### config.mk
export PLATFORM = sky130hd
export DESIGN_NAME = mem_line_adapter
export DESIGN_NICKNAME = d
export VERILOG_FILES = /design/src/rtl/mem_line_adapter_pkg.sv /design/src/rtl/mem_line_adapter_line_buffer.sv /design/src/rtl/mem_line_adapter.sv
export SDC_FILE = /design/constraint.sdc
export NUM_CORES = 1
export LEC_CHECK = 0
export BUFFER_PORTS_ARGS = -buffer_cell sky130_fd_sc_hd__clkbuf_2
export CAP_MARGIN = 40
export CORE_ASPECT_RATIO = 2
export CORE_UTILIZATION = 55
export DETAILED_ROUTE_END_ITERATION = 8
export GPL_ROUTABILITY_DRIVEN = 0
export GPL_TIMING_DRIVEN = 0
export PLACE_DENSITY_LB_ADDON = 0.08
export SKIP_CTS_REPAIR_TIMING = 1
export SLEW_MARGIN = 40
export SYNTH_ARGS = -nofsm -noshare
export SYNTH_HDL_FRONTEND = slang
export SYNTH_SLANG_ARGS = --single-unit
### constraint.sdc
create_clock -name clk -period 16.7 [get_ports clk]
set_input_delay 3.34 -clock clk [delete_from_list [all_inputs] [get_ports clk]]
set_output_delay 3.34 -clock clk [all_outputs]
set_load 0.05 [all_outputs]
### src/rtl/mem_line_adapter_pkg.sv
// Shared LC-3b memory types, adapter FSM state encodings and the byte-enable merge helper.
// Imported by the line buffer and the adapter top.
package mem_line_adapter_pkg;
  localparam int LINE_BITS   = 128;
  localparam int OFFSET_BITS = 4;

  typedef logic [15:0]                lc3b_word;
  typedef logic [1:0]                 lc3b_mem_wmask;
  typedef logic [LINE_BITS-1:0]       lc3b_line;
  typedef logic [15-OFFSET_BITS:0]    lc3b_line_tag;
  typedef logic [1:0]                 adapter_state_t;

  localparam adapter_state_t ST_IDLE  = 2'd0;
  localparam adapter_state_t ST_FETCH = 2'd1;
  localparam adapter_state_t ST_WRITE = 2'd2;
  localparam adapter_state_t ST_RESP  = 2'd3;

  // Overlay the enabled bytes of one word onto a line; other bytes pass through.
  function automatic lc3b_line merge_word(input lc3b_line line, input logic [2:0] idx,
                                          input lc3b_word wdata, input lc3b_mem_wmask be);
    lc3b_line r;
    r = line;
    if (be[0]) r[{idx, 4'b0000} +: 8] = wdata[7:0];
    if (be[1]) r[{idx, 4'b1000} +: 8] = wdata[15:8];
    return r;
  endfunction
endpackage

### src/rtl/mem_line_adapter_line_buffer.sv
// One-line buffer: valid/tag/data registers, hit compare, word select and byte merge.
// A load and a merge in the same cycle merge on top of the freshly loaded line.
module mem_line_adapter_line_buffer
  import mem_line_adapter_pkg::*;
(
  input  logic         clk,
  input  logic         rst_n,
  input  lc3b_line_tag i_lookup_tag,
  input  logic         i_load,
  input  lc3b_line_tag i_load_tag,
  input  lc3b_line     i_load_data,
  input  logic         i_merge,
  input  logic [2:0]   i_merge_idx,
  input  lc3b_word     i_merge_data,
  input  lc3b_mem_wmask i_merge_be,
  input  logic [2:0]   i_sel_idx,
  output logic         o_hit,
  output lc3b_word     o_word,
  output lc3b_line     o_data
);
  logic         r_valid;
  lc3b_line_tag r_tag;
  lc3b_line     r_data;
  lc3b_line     w_base;
  lc3b_line     w_next_data;

  assign w_base      = i_load ? i_load_data : r_data;
  assign w_next_data = i_merge ? merge_word(w_base, i_merge_idx, i_merge_data, i_merge_be)
                               : w_base;

  always_ff @(posedge clk) begin
    if (!rst_n) begin
      r_valid <= 1'b0;
      r_tag   <= '0;
    end else if (i_load) begin
      r_valid <= 1'b1;
      r_tag   <= i_load_tag;
    end
  end

  // Data carries no reset; it is only meaningful while r_valid is set.
  always_ff @(posedge clk) begin
    if (i_load || i_merge) r_data <= w_next_data;
  end

  assign o_hit  = r_valid && (r_tag == i_lookup_tag);
  assign o_word = r_data[{i_sel_idx, 4'b0000} +: 16];
  assign o_data = r_data;
endmodule

### src/rtl/mem_line_adapter.sv
// Adapts held CPU word requests to 128-bit line reads/writes with a one-line read buffer.
// Writes are read-modify-write and always written through to physical memory.
module mem_line_adapter
  import mem_line_adapter_pkg::*;
(
  input  logic           clk,
  input  logic           rst_n,
  input  logic           mem_read,
  input  logic           mem_write,
  input  logic [1:0]     mem_byte_enable,
  input  logic [15:0]    mem_address,
  input  logic [15:0]    mem_wdata,
  output logic           mem_resp,
  output logic [15:0]    mem_rdata,
  output logic           pmem_read,
  output logic           pmem_write,
  output logic [15:0]    pmem_address,
  output logic [127:0]   pmem_wdata,
  input  logic [127:0]   pmem_rdata,
  input  logic           pmem_resp,
  output logic [1:0]     o_dbg_state
);
  // CPU side: mem_read/mem_write are held by the CPU until mem_resp pulses.
  // Memory side: pmem_read/pmem_write are held by us until pmem_resp.
  adapter_state_t r_state;
  logic           r_is_write;
  logic [15:0]    r_addr;
  logic [15:0]    r_wdata;
  logic [1:0]     r_be;

  logic           w_hit;
  logic           w_load;
  logic           w_merge;
  logic           w_idle_write_hit;
  logic [2:0]     w_merge_idx;
  lc3b_word       w_merge_data;
  lc3b_mem_wmask  w_merge_be;
  lc3b_word       w_buf_word;
  lc3b_line       w_buf_data;

  assign w_idle_write_hit = (r_state == ST_IDLE) && mem_write &&
                            (mem_byte_enable != 2'b00) && w_hit;
  assign w_load  = (r_state == ST_FETCH) && pmem_resp;
  assign w_merge = w_idle_write_hit || (w_load && r_is_write);

  // In IDLE the merge uses live inputs; after a fetch it uses the latched request.
  assign w_merge_idx  = (r_state == ST_IDLE) ? mem_address[3:1] : r_addr[3:1];
  assign w_merge_data = (r_state == ST_IDLE) ? mem_wdata        : r_wdata;
  assign w_merge_be   = (r_state == ST_IDLE) ? mem_byte_enable  : r_be;

  mem_line_adapter_line_buffer u_line_buffer (
    .clk          (clk),
    .rst_n        (rst_n),
    .i_lookup_tag (mem_address[15:4]),
    .i_load       (w_load),
    .i_load_tag   (r_addr[15:4]),
    .i_load_data  (pmem_rdata),
    .i_merge      (w_merge),
    .i_merge_idx  (w_merge_idx),
    .i_merge_data (w_merge_data),
    .i_merge_be   (w_merge_be),
    .i_sel_idx    (r_addr[3:1]),
    .o_hit        (w_hit),
    .o_word       (w_buf_word),
    .o_data       (w_buf_data)
  );

  always_ff @(posedge clk) begin
    if (!rst_n) begin
      r_state    <= ST_IDLE;
      r_is_write <= 1'b0;
      r_addr     <= '0;
      r_wdata    <= '0;
      r_be       <= '0;
    end else begin
      case (r_state)
        ST_IDLE: begin
          if (mem_write || mem_read) begin
            r_is_write <= mem_write;
            r_addr     <= mem_address;
            r_wdata    <= mem_wdata;
            r_be       <= mem_byte_enable;
          end
          if (mem_write) begin
            if (mem_byte_enable == 2'b00) r_state <= ST_RESP;
            else if (w_hit)               r_state <= ST_WRITE;
            else                          r_state <= ST_FETCH;
          end else if (mem_read) begin
            r_state <= w_hit ? ST_RESP : ST_FETCH;
          end
        end
        ST_FETCH: if (pmem_resp) r_state <= r_is_write ? ST_WRITE : ST_RESP;
        ST_WRITE: if (pmem_resp) r_state <= ST_RESP;
        default:  r_state <= ST_IDLE;
      endcase
    end
  end

  assign pmem_read    = (r_state == ST_FETCH);
  assign pmem_write   = (r_state == ST_WRITE);
  assign mem_resp     = (r_state == ST_RESP);
  assign pmem_address = {r_addr[15:4], 4'b0000};
  assign pmem_wdata   = w_buf_data;
  assign mem_rdata    = w_buf_word;
  assign o_dbg_state  = r_state;
endmodule

After elaboration in Yosys (flattened, before gate mapping)
Cells that the tools add are included.
{"block": "op_classes", "n_reduce_logical": 14, "eq_ne": 7, "shifts": 5, "n_mux": 18, "add_sub_neg": 2}
{"operator": "2-to-1 mux 128 bit", "count": 4}
{"operator": "bitwise mux 128 bit", "count": 2}
{"operator": "variable shift 8 x 9 -> 128 bit (first input constant)", "count": 2}
{"operator": "indexed part select 8 x 9 -> 128 bit", "count": 2}
{"operator": "indexed part select 128 x 8 -> 16 bit", "count": 1}
{"operator": "negator 7 -> 9 bit", "count": 2}
{"operator": "2-to-1 mux 16 bit", "count": 1}
{"operator": "2-to-1 mux 2 bit", "count": 8}
{"operator": "== test 12 bit", "count": 1}
{"operator": "logical AND 1 bit", "count": 6}
{"operator": "case mux 2 bit (3 select lines)", "count": 1}
{"operator": "== test 2 bit (second input constant)", "count": 2}
{"operator": "zero test 2 bit", "count": 2}
{"operator": "!= test 2 x 1 -> 1 bit (second input constant)", "count": 2}
{"operator": "logical OR 1 bit", "count": 3}
{"operator": "2-to-1 mux 3 bit", "count": 1}
{"operator": "!= test 3 bit (second input constant)", "count": 1}
{"operator": "AND reduction 3 bit", "count": 1}
{"operator": "== test 2 x 1 -> 1 bit (second input constant)", "count": 1}
{"operator": "AND reduction 2 bit", "count": 1}
{"operator": "nonzero test 2 bit", "count": 1}
{"operator": "2-to-1 mux 1 bit", "count": 1}
{"block": "word_totals", "out_inout_bits": 165, "input_bits": 167, "ff_bits": 178, "word_cells": 54}

Depth between registers and ports, before layout
{"block": "logic_depth", "ltp_word": 9, "ltp_mapped": 10, "ltp_nobuf": 9}

Modules after synthesis
From an unflattened synthesis, not the netlist that was laid out.
{"block": "unflattened", "hier_cells": 896, "area_unflattened_um2": 10821.6}
{"mod": "mem_line_adapter_line_buffer", "area_each_um2": 8917.3, "n_inst": 1, "seq_area_each_um2": 4103.9, "cells_per_inst": 678}
{"mod": "mem_line_adapter", "area_each_um2": 1904.3, "n_inst": 1, "seq_area_each_um2": 720.7, "cells_per_inst": 218}

Least setup slack after synthesis
Ideal clock, no wire load.
{"block": "synth_timing", "path_type": "input to register", "startpoint": "input port mem_address[9]", "endpoint": "register u_line_buffer.r_data[0], in the netlist u_line_buffer.o_data[0], enable pin", "setup_slack_ns": 9.083, "setup_time_ns": 0.492, "cell_stages": 5, "required_ns": 16.208, "arrival_ns": 7.126, "n_path_buf": 1, "cell_sequence": "xor2_1 -> nor4_1 -> nand4_2 -> buf_4 -> nand2_1"}
{"block": "synth_via", "elab_chain_len": 5}
{"element": "from (decl)", "line": "mem_line_adapter.sv:11", "source": "input logic [15:0] mem_address,"}
{"element": "== test 12 bit", "line": "mem_line_adapter_line_buffer.sv:46", "source": "assign o_hit = r_valid && (r_tag == i_lookup_tag);"}
{"element": "logical AND 1 bit", "line": "mem_line_adapter_line_buffer.sv:46"}
{"element": "logical AND 1 bit", "line": "mem_line_adapter.sv:42", "source": "(mem_byte_enable != 2'b00) && w_hit;"}
{"element": "logical OR 1 bit", "line": "mem_line_adapter.sv:44", "source": "assign w_merge = w_idle_write_hit || (w_load && r_is_write);"}
{"element": "logical OR 1 bit", "line": "mem_line_adapter_line_buffer.sv:43", "source": "if (i_load || i_merge) r_data <= w_next_data;"}
{"element": "to (signal assigned)", "line": "mem_line_adapter_line_buffer.sv:43"}
{"element": "to (decl)", "line": "mem_line_adapter_line_buffer.sv:23", "source": "lc3b_line r_data;"}
Every way passes these cells.
A chain may end at the register's enable or synchronous reset.

Worst setup path in the final report
{"block": "layout_timing", "startpoint": "register r_addr[2]", "endpoint": "output port mem_rdata[7]"}
{"block": "layout_via", "elab_chain_len": 1}
{"element": "from (decl)", "line": "mem_line_adapter.sv:27", "source": "logic [15:0] r_addr;"}
{"element": "from (signal assigned)", "line": "mem_line_adapter.sv:80", "source": "r_addr <= mem_address;"}
{"element": "indexed part select 128 x 8 -> 16 bit", "line": "mem_line_adapter_line_buffer.sv:47", "source": "assign o_word = r_data[{i_sel_idx, 4'b0000} +: 16];"}
{"element": "to (decl)", "line": "mem_line_adapter.sv:14", "source": "output logic [15:0] mem_rdata,"}
Every way passes these cells.

==> metrics.md <==
| Metric | Value |
|---|---|
| Run status | finished, final reports clean |
| Worst Hold Class | register to register |
| Worst-path cell with the longest stage delay | sky130_fd_sc_hd__clkbuf_1 |
| Std-Cell Core Area | 18700 µm² |
| Max clock buf depth | 2 |
| Routed length per placed instance | 24.0 µm |
| Yosys top cell area share | 36.5% |
| Cell repeated most along the worst path | sky130_fd_sc_hd__clkbuf_1 |
| CP endpoint kind | primary output |
| Final setup TNS | 0 ps |
| Crit path largest cell delay | 750 ps |
| Synthesized area | 10500 µm² |
| Crit Path Max Fanout | 10 |
| Most area-hungry cell type in the Yosys netlist | sky130_fd_sc_hd__edfxtp_1 |
| Iteration-0 DRC Markers | 551 |
| Leading cell types in the layout, fill and taps excluded | sky130_fd_sc_hd__clkbuf_2 (337), sky130_fd_sc_hd__mux2i_1 (219), sky130_fd_sc_hd__nand2_1 (144), sky130_fd_sc_hd__edfxtp_1 (128) |
| CP startpoint | r_addr[2] |
| Tightest hold margin | 465 ps |
| Leading cell type in the layout, fill and taps excluded | sky130_fd_sc_hd__clkbuf_2 |
| Highest clock rate | 0.159 GHz |
| Synthesized netlist cell count | 866 |
| Starting density of the core | 56.2% |
| Setup crit start kind | register |
| Root Driver | sky130_fd_sc_hd__clkbuf_16 |
| Unrepaired setup endpoints after global routing | no |
| PD cells | 163 nW/µm² |
| Number of warnings reported in the yosys synthesis log | 0 |
| Worst-Skew Late Latency | 440 ps |
| Start point of the worst min-delay path | r_wdata[2] |
| Clock Skews | 12.2 ps |
| Netlist cell types | 43 |
| Actual transition at the worst max-transition pin | 912 ps |
| Number of endpoints failing setup at the final stage | 0 |
| Detailed-router iteration count before antenna repair | 5 |
| Proportion of synthesized chip area in sequential cells | 45.8% |
| Clk sinks | 177 |
| Count of final max-slew check failures | 0 |
| Via total after detailed routing | 8873 |
| Antenna Violating Nets Remaining | 0 |
| Die Footprint | 19700 µm² |
| Post-layout power | 0.00216 W |
| Share of flip-flops with an asynchronous set or reset | 0% |
| Maximum Capacitance Violations | 0 |
| Worst setup slack for register-to-register paths | 12760 ps |
| Initial antenna violation count | 1 |
| DIE HEIGHT | 198 µm |
| Detail Placement HPWL | 26900 µm |
| Total gr overflow | 0 |
| IO Pins | 332 |
| First-pass GRT wire length | 51100 µm |
| Final worst path period share | 37.6% |
| Chip Width | 99.9 µm |
| Prevailing post-synth register cell | sky130_fd_sc_hd__edfxtp_1 |
| Proportion of layout cells with a drive suffix above 1 | 38.5% |
| H-tree depth reported by CTS | 4 |
| Required time at the endpoint of the critical path | 13360 ps |
| Leading cell types by total area after synthesis | sky130_fd_sc_hd__edfxtp_1 (36%), sky130_fd_sc_hd__mux2i_1 (21%), sky130_fd_sc_hd__dfxtp_1 (9.3%), sky130_fd_sc_hd__mux4_2 (6.8%), sky130_fd_sc_hd__nand2_1 (5.2%) |
| TritonCTS clock tree | yes |
| Launching point of the worst reg2reg path | o_dbg_state[0] |
| Min Tclk post-route | 6280 ps |
| Number of placement rows | 71 |
| Number of synthesized flops with an enable pin | 128 |
| Final wirelength | 35700 µm |
| Overall fraction of global-route tracks in use | 36.2% |
| Via count of the first global-routing pass | 8721 |
| Average cell area after synthesis | 12.2 µm² |
| TritonCTS Buffers | 17 |
| Cell Chain, Critical Path | clkbuf_1 -> clkbuf_1 -> mux4_2 -> mux2_2 -> clkbuf_2 |
| Via/cell ratio | 5.97 |
| Number of port buffers | 326 |
| Residual DRC count | 0 |
| Reported leakage power | 5.10 nW |
| Post-layout net count | 1395 |
| Syn-to-layout area delta | 25.4% |
| Worst slew margin relative to its limit | 39.2% |
| Pin count of the biggest net entering global routing | 38 |
| Start-to-end type of the worst setup path | register to primary output |
| Total of flip-flops plus latches after synthesis | 177 |
| Number of hold-slack violations in the final timing report | 0 |
| Clock slew at the register clock pins of the worst setup and hold paths | 70 ps |
| Worst ir drop on vdd | 99.6 µV |
| Data arrival time of the worst path | 2940 ps |
==> final timing paths <==
kind                                    to  cells past startpoint
setup / recovery              mem_rdata[7]                      5
hold / removal                  r_wdata[2]                      2
setup reg to reg  u_line_buffer.o_data[55]                     10
hold reg to reg                 r_wdata[2]                      2
==> synth_stat cells (2+ instances only) <==
cell,number
sky130_fd_sc_hd__buf_2,5
sky130_fd_sc_hd__buf_1,8
sky130_fd_sc_hd__clkbuf_1,35
sky130_fd_sc_hd__o21ai_0,3
sky130_fd_sc_hd__nor3_1,4
sky130_fd_sc_hd__or3_1,2
sky130_fd_sc_hd__mux2i_1,219
sky130_fd_sc_hd__ha_1,10
sky130_fd_sc_hd__a211oi_2,4
sky130_fd_sc_hd__inv_1,4
sky130_fd_sc_hd__inv_2,2
sky130_fd_sc_hd__a2111o_1,4
sky130_fd_sc_hd__a21boi_0,46
sky130_fd_sc_hd__o21a_1,2
sky130_fd_sc_hd__a2111oi_4,2
sky130_fd_sc_hd__mux2_2,25
sky130_fd_sc_hd__a21oi_4,8
sky130_fd_sc_hd__nand4_1,2
sky130_fd_sc_hd__buf_4,19
sky130_fd_sc_hd__xor2_1,12
sky130_fd_sc_hd__nor3b_1,2
sky130_fd_sc_hd__a211o_1,3
sky130_fd_sc_hd__and2_1,2
sky130_fd_sc_hd__nand2_1,145
sky130_fd_sc_hd__edfxtp_1,128
sky130_fd_sc_hd__mux4_2,32
sky130_fd_sc_hd__nor2_1,10
sky130_fd_sc_hd__dfxtp_1,49
sky130_fd_sc_hd__nor2b_1,12
sky130_fd_sc_hd__a22oi_1,49
sky130_fd_sc_hd__nor4_1,5
sky130_fd_sc_hd__o21ai_1,2
==> registers in the layout (all words and copies together) (netlist names) <==
signal	count
r_addr	15
u_line_buffer.r_tag	12
o_dbg_state	2
u_line_buffer.o_data	128
r_wdata	16
u_line_buffer.r_valid	1
r_be	2
r_is_write	1
==> power by group <==
part | internal [W] | switching, W
Clock | 0.000255 | 0.000176
Sequential | 0.000589 | 0.0000625
Combinational | 0.000324 | 0.000749
==> worst max-delay path, delay by kind of cell, from the launching register on <==
family / cells / cell delay [ps]
buffers and inverters: 3 / 1490
multiplexers: 2 / 690
flip-flops: 1 / 310
==> kinds of logic (layout without fill, tap and decap cells) <==
kind of cell | after synthesis | count (layout) | share of synthesized area [%]
flops | 177 | 177 | 45.8
xor+xnor | 12 | 12 | 0.997
mux | 277 | 277 | 30.5
simple gates | 188 | 188 | 7.53
fa+ha+maj | 10 | 10 | 1.19
compound gates | 127 | 127 | 10.5
buf+inv | 74 | 436 | 3.44
other cells | 1 | 5 | 0.0356
==> layer usage <==
metal	vias to the layer above	track usage (%)	part of all wire, %
met2	491	65.5	53
met3	123	5.82	6.4
met1	4282	37.7	34
met5	-	0	0
met4	0	24.7	7.0
li1	3977	-	-
==> through the flow <==
stage	cells	cell area (µm²)	setup WS [ps]	util (%)
finish	1487	13200	10420	70.5
global route	1487	13200	10410	70.5
CTS	1485	13200	10360	70.4
detailed placement	1453	12600	10410	67.1
global placement	1450	12500	7530	66.7
floorplan	869	10500	9080	-
==> final cells by class <==
class	count	area, µm²
clock inverters	9	158
multi-input cells	618	5370
repair buffers	330	1700
well taps	255	319
inverters	6	22.5
plain buffers	68	358
fillers	1476	5540
diodes	1	2.50
clock buffers	23	458
flip-flops and latches	177	4820
No activity file was read; power rests on OpenSTA's default activity.
